[src/rtl/barrel_rotator_param.sv]
// barrel_rotator_param
//   N-entry register file r and N-entry rotating shifter b, each entry W bits.
//   Both arrays are filled in order through a valid/ready port (FILL state).
//   After the last entry is written the block enters RUN.
//   In RUN, r holds its contents while b rotates up or down by a runtime amount.
//   A registered monitor reports whether r(i)==b(j) implies
//   r(i+1 mod N)==b(j+1 mod N) for every i,j.
//
// Build option
//   INV_CHECK_EN : defining it builds the invariant comparator and its assertion.
//                  Left undefined, both are removed and inv_ok is tied high.
//
// Ports
//   clock, reset            rising-edge clock, synchronous active-high reset
//   load_valid/load_ready   fill handshake; load_ready is high only in FILL
//   load_data [W]           value written to b[fill_ptr] and r[fill_ptr]
//   flush                   clears both arrays and returns to FILL; wins over load and rotate
//   rot_en, rot_dir         rotate b in RUN; dir 0 = up, 1 = down
//   rot_amt [AW]            rotation distance mod N
//   b_flat, r_flat [N*W]    array contents, entry k at [k*W +: W]
//   running                 high in RUN
//   rot_count [AW]          net rotation offset mod N since RUN entry
//   inv_ok                  registered invariant result, forced high outside RUN
module barrel_rotator_param #(
    parameter int unsigned N  = 4,
    parameter int unsigned W  = $clog2(N),
    parameter int unsigned AW = $clog2(N)
) (
    input  logic      clock,
    input  logic      reset,
    input  logic      load_valid,
    output logic      load_ready,
    input  logic [W-1:0]   load_data,
    input  logic      flush,
    input  logic      rot_en,
    input  logic      rot_dir,
    input  logic [AW-1:0]  rot_amt,
    output logic [N*W-1:0] b_flat,
    output logic [N*W-1:0] r_flat,
    output logic      running,
    output logic [AW-1:0]  rot_count,
    output logic      inv_ok
);

    // Elaboration-time parameter checks
    if ((N < 2) || ((N & (N - 1)) != 0)) begin : g_bad_n
        $error("barrel_rotator_param: N must be a power of 2 and >= 2");
    end
    if (W < $clog2(N)) begin : g_bad_w
        $error("barrel_rotator_param: W must be >= $clog2(N)");
    end
    if (AW != $clog2(N)) begin : g_bad_aw
        $error("barrel_rotator_param: AW is derived and must not be overridden");
    end

    typedef enum logic {FILL = 1'b0, RUN = 1'b1} state_t;

    state_t        state_q, state_d;
    logic [W-1:0]  b_q [N];
    logic [W-1:0]  r_q [N];
    logic [W-1:0]  b_d [N];
    logic [W-1:0]  r_d [N];
    logic [AW-1:0] ptr_q, ptr_d;
    logic [AW-1:0] cnt_q, cnt_d;

    // State register; load_ready/running are registered decodes of the next state
    always_ff @(posedge clock) begin
        if (reset) begin
            state_q    <= FILL;
            load_ready <= 1'b1;
            running    <= 1'b0;
        end else begin
            state_q    <= state_d;
            load_ready <= (state_d == FILL);
            running    <= (state_d == RUN);
        end
    end

    // Next-state logic
    always_comb begin
        state_d = state_q;
        if (flush) begin
            state_d = FILL;
        end else begin
            case (state_q)
                FILL:    if (load_valid && (ptr_q == AW'(N - 1))) state_d = RUN;
                RUN:     state_d = RUN;
                default: state_d = FILL;
            endcase
        end
    end

    // Datapath next values: fill writes, rotation, flush clear
    always_comb begin
        b_d   = b_q;
        r_d   = r_q;
        ptr_d = ptr_q;
        cnt_d = cnt_q;
        if (flush) begin
            b_d   = '{default: '0};
            r_d   = '{default: '0};
            ptr_d = '0;
            cnt_d = '0;
        end else begin
            case (state_q)
                FILL: begin
                    if (load_valid) begin
                        b_d[ptr_q] = load_data;
                        r_d[ptr_q] = load_data;
                        ptr_d      = AW'(ptr_q + 1'b1);
                    end
                end
                RUN: begin
                    if (rot_en) begin
                        // AW-bit index arithmetic wraps mod N because N == 2**AW
                        for (int i = 0; i < N; i++) begin
                            b_d[i] = b_q[rot_dir ? AW'(AW'(i) - rot_amt)
                                                 : AW'(AW'(i) + rot_amt)];
                        end
                        cnt_d = rot_dir ? AW'(cnt_q - rot_amt) : AW'(cnt_q + rot_amt);
                    end
                end
                default: ;
            endcase
        end
    end

    // Datapath registers
    always_ff @(posedge clock) begin
        if (reset) begin
            b_q   <= '{default: '0};
            r_q   <= '{default: '0};
            ptr_q <= '0;
            cnt_q <= '0;
        end else begin
            b_q   <= b_d;
            r_q   <= r_d;
            ptr_q <= ptr_d;
            cnt_q <= cnt_d;
        end
    end

    // Flat output packing
    for (genvar k = 0; k < N; k++) begin : g_pack
        assign b_flat[k*W +: W] = b_q[k];
        assign r_flat[k*W +: W] = r_q[k];
    end
    assign rot_count = cnt_q;

`ifdef INV_CHECK_EN
    logic inv_c;
    logic inv_q;

    // Neighbour invariant over all N*N (i,j) pairs
    always_comb begin
        inv_c = 1'b1;
        for (int i = 0; i < N; i++) begin
            for (int j = 0; j < N; j++) begin
                if ((r_q[i] == b_q[j]) && (r_q[AW'(i + 1)] != b_q[AW'(j + 1)])) begin
                    inv_c = 1'b0;
                end
            end
        end
    end

    // Only meaningful once both arrays are complete; a flush discards the contents
    always_ff @(posedge clock) begin
        if (reset) begin
            inv_q <= 1'b1;
        end else begin
            inv_q <= ((state_q == RUN) && !flush) ? inv_c : 1'b1;
        end
    end
    assign inv_ok = inv_q;

    // Rotation must not break a holding invariant. The first RUN cycle still shows
    // the forced FILL value, so the check starts once a real result has been seen.
    a_inv_hold: assert property (@(posedge clock) disable iff (reset)
        (running && $past(running, 2) && $past(inv_ok && running && !flush)) |-> inv_ok)
        else $error("barrel_rotator_param: invariant lost during rotation");
`else
    assign inv_ok = 1'b1;
`endif

endmodule

[config.mk]
export PLATFORM = sky130hd
export DESIGN_NAME = barrel_rotator_param
export DESIGN_NICKNAME = d
export VERILOG_FILES = /design/src/rtl/barrel_rotator_param.sv
export SDC_FILE = /design/constraint.sdc
export NUM_CORES = 1
export LEC_CHECK = 0
export ABC_AREA = 1
export BUFFER_PORTS_ARGS = -buffer_cell sky130_fd_sc_hd__buf_2
export CORE_MARGIN = 2
export CORE_UTILIZATION = 38
export DETAILED_ROUTE_END_ITERATION = 8
export SYNTH_ARGS = -nofsm -noshare
export SYNTH_HDL_FRONTEND = slang
export SYNTH_SLANG_ARGS = --single-unit
[constraint.sdc]
create_clock -name clock -period 3.3 [get_ports clock]
set_input_delay 0.99 -clock clock [delete_from_list [all_inputs] [get_ports clock]]
set_output_delay 0.99 -clock clock [all_outputs]
set_load 0.01 [all_outputs]
==> flow_summary.yaml <==
die:
  rows: 21
  initial_utilization: 0.397
  dieHeight_um: 63.1
  dieWidth_um: 63.1
  dieArea_sq_um: 3980
  fp.coreArea_sq_um: 3340
  ios: 31
power_and_ir_drop:
  p_int_mw: 0.342
  power_frac_seq: 0.569
  ir_drop_mv: 0.223
  total_leakage_power_nw: 0.727
  p_per_area_nw_per_um2: 315
  switchingPower_mw: 0.139
  swShare: 0.289
  clock_power_share: 0.256
  power_frac_comb: 0.175
synthesis:
  yosysWarningCount: 0
  yosys.area.top_type: "dfxtp_1"
  synth_nets: 208
  avgSynthCellArea_sq_um: 6.87
  synth_area_leaders: "dfxtp_1 (33%), nand3_1 (12%), nand2_1 (11%), a21oi_1 (8.7%), inv_1 (6.2%)"
  yosysTopAreaCellShare: 0.332
  synth_seq_cells: 22
  synth_area_sq_um: 1330
  ys_types: 22
  synth_cells: 193
  seq_area_frac_synth: 0.332
detailed_routing:
  via_per_inst: 4.95
  vias: 1326
  drt_iter0_drc: 81
  drc_errors: 0
  drtPass1Iterations: 4
  ant_nets: 0
  wire_per_inst_um: 11.6
  wl_um: 3120
worst_setup_path:
  critPathTopFamily: "flip-flops"
  max_stage_delay_ps: 420
  rrSetupSlack_ps: 1900
  cp_data_required_time_ps: 2310
  path_cells: "buf_2"
  critPathCaptureType: "primary output"
  path_depth: 1
  path_max_fanout: 4
  startpoint_type: "flop"
  crit_type: "flop to primary output"
  critPathBufInv: 1
  arrival_ps: 880
  r2r_cells: 8
  r2r-start: "ptr_q[0]$_SDFFE_PP0P_"
  worstReg2RegEnd: "b_flat[0]$_SDFFE_PP0P_"
  cpMaxStageDelayCell: "dfxtp_1"
place:
  place_congestion: 0.827
  place_ws_ps: 1260
  numPortBuffers: 29
  hpwl_um: 2410
sta:
  period_share: 0.568
  fin_worst_skew_ps: 3.50
  fin_crit_ps: 1870
  finalMaxSlewViolations: 0
  fmax_mhz: 534
  setup_ws_ps: 1430
  tns_ps: 0
  finalHoldViolations: 0
  setup_viol: 0
  rsz0062_at_grt: "false"
min_path:
  hold_start: "r_flat[6]$_SDFFE_PP0P_"
  hold_depth: 2
  hp-class: "flop to flop"
  min_to: "r_flat[6]$_SDFFE_PP0P_"
clock_tree:
  insertion_delay_ps: 310
  postCtsSetupBuffers: 0
  h-tree-depth: 1
  cts_max_path_buffers: 2
  clk_pin_slew_ps: 120
  ctsResizeCount: 0
  cts_made_buffers: 3
  clock_sinks: 22
  clockRootBuffer: "clkbuf_4"
  tritoncts: "done"
  cts-hold-fix-buffers: 0
global_routing:
  grt_max_degree: 13
  overflow: 0
  grt_pass1_vias: 1192
  grtUsageTotal: 0.164
  antenna_found_initial: 0
  grt_pass1_wl_um: 5270
final_layout:
  layout.nets: 239
  syn2layout_area_growth_pct: 15.1
  drive_gt1_frac: 0.243
  antenna_cells: 0
status:
  status: "completed"
flow_run:
  max_cap_violations: 0
synth_stat cells:
| master | instances |
|---|---|
| nor2_4 | 4 |
| ha_1 | 5 |
| nand2_4 | 1 |
| inv_8 | 1 |
| o21ai_1 | 5 |
| conb_1 | 1 |
| clkbuf_2 | 1 |
| nor2_1 | 2 |
| a21oi_1 | 23 |
| buf_2 | 1 |
| inv_1 | 22 |
| nand2_2 | 2 |
| nand2_1 | 38 |
| buf_4 | 1 |
| buf_6 | 2 |
| o21ai_0 | 14 |
| dfxtp_1 | 22 |
| nand3_2 | 3 |
| nand3_1 | 32 |
| a31oi_1 | 4 |
| nor2_2 | 3 |
| inv_2 | 6 |
how the worst max path moves through the flow:
stage | endpoint | start
5_1_grt | b_flat[5] | b_flat[5]$_SDFFE_PP0P_
3_5_place_dp | r_flat[1]$_SDFFE_PP0P_ | flush
4_1_cts | b_flat[5] | b_flat[5]$_SDFFE_PP0P_
2_1_floorplan | rot_count[1]$_SDFFE_PP0P_ | rot_amt[0]
3_3_place_gp | r_flat[0]$_SDFFE_PP0P_ | flush
6_report | b_flat[5] | b_flat[5]$_SDFFE_PP0P_
routing by layer:
layer / up-vias / global-route usage / wire length [um]
li1: 697 / - / -
met1: 594 / 0.212 / 1490
met2: 31 / 0.277 / 1470
met3: 4 / 0.0304 / 133
met4: 0 / 0.0500 / 31
met5: - / 0 / 0
registers in the layout (all words and copies together) (netlist names):
register and count:
b_flat 8, r_flat 8, ptr_q 2, rot_count 2
load_ready 1, state_q 1
power groups by stage:
stage	Clock (mW)	Combinational, mW	Sequential, mW
finish	0.123	0.0842	0.273
detailed placement	0	0.0834	0.279
CTS	0.128	0.0841	0.273
global placement	0	0.0838	0.279
global route	0.139	0.0957	0.274
floorplan	0	0.0608	0.280
stage by stage:
step / power (mW) / utilization / hold WS [ps] / cell area, sq um / instances
finish: 0.480 / 0.457 / 467 / 1530 / 268
global route: 0.509 / 0.457 / 486 / 1530 / 268
CTS: 0.486 / 0.457 / 475 / 1530 / 268
detailed placement: 0.363 / 0.451 / 457 / 1500 / 265
global placement: 0.363 / 0.451 / 449 / 1500 / 265
floorplan: 0.341 / - / 483 / 1330 / 193
cells by family after synthesis:
group,count (synthesis),share of synthesized area
flip-flops,22,0.332
adder cells (fa/ha/maj),5,0.0472
buffers and inverters,34,0.118
AND/OR/NAND/NOR,85,0.323
other,1,0.00283
AO/OA/AOI/OAI,46,0.177
area by class of cell:
type                    count  area [sq um]
inverters                  29           116
multi-input cells         137           729
flip-flops and latches     22           440
clock buffers               3          22.5
repair buffers             31           160
fillers                   380          1810
well taps                  46          57.6
cell usage in the layout (no fill, tap or decap):
| cell | count |
|---|---|
| nand2_2 | 2 |
| nand2_1 | 38 |
| nand3_2 | 3 |
| a31oi_1 | 4 |
| nor2_1 | 2 |
| nand3_1 | 32 |
| o21ai_0 | 14 |
| inv_2 | 6 |
| dfxtp_1 | 22 |
| nand2_4 | 1 |
| a21oi_1 | 23 |
| buf_4 | 2 |
| inv_1 | 22 |
| conb_1 | 1 |
| inv_8 | 1 |
| o21ai_1 | 5 |
| nor2_4 | 4 |
| ha_1 | 5 |
| clkbuf_4 | 3 |
| buf_2 | 29 |
| nor2_2 | 3 |
No activity file was read; power rests on OpenSTA's default activity.
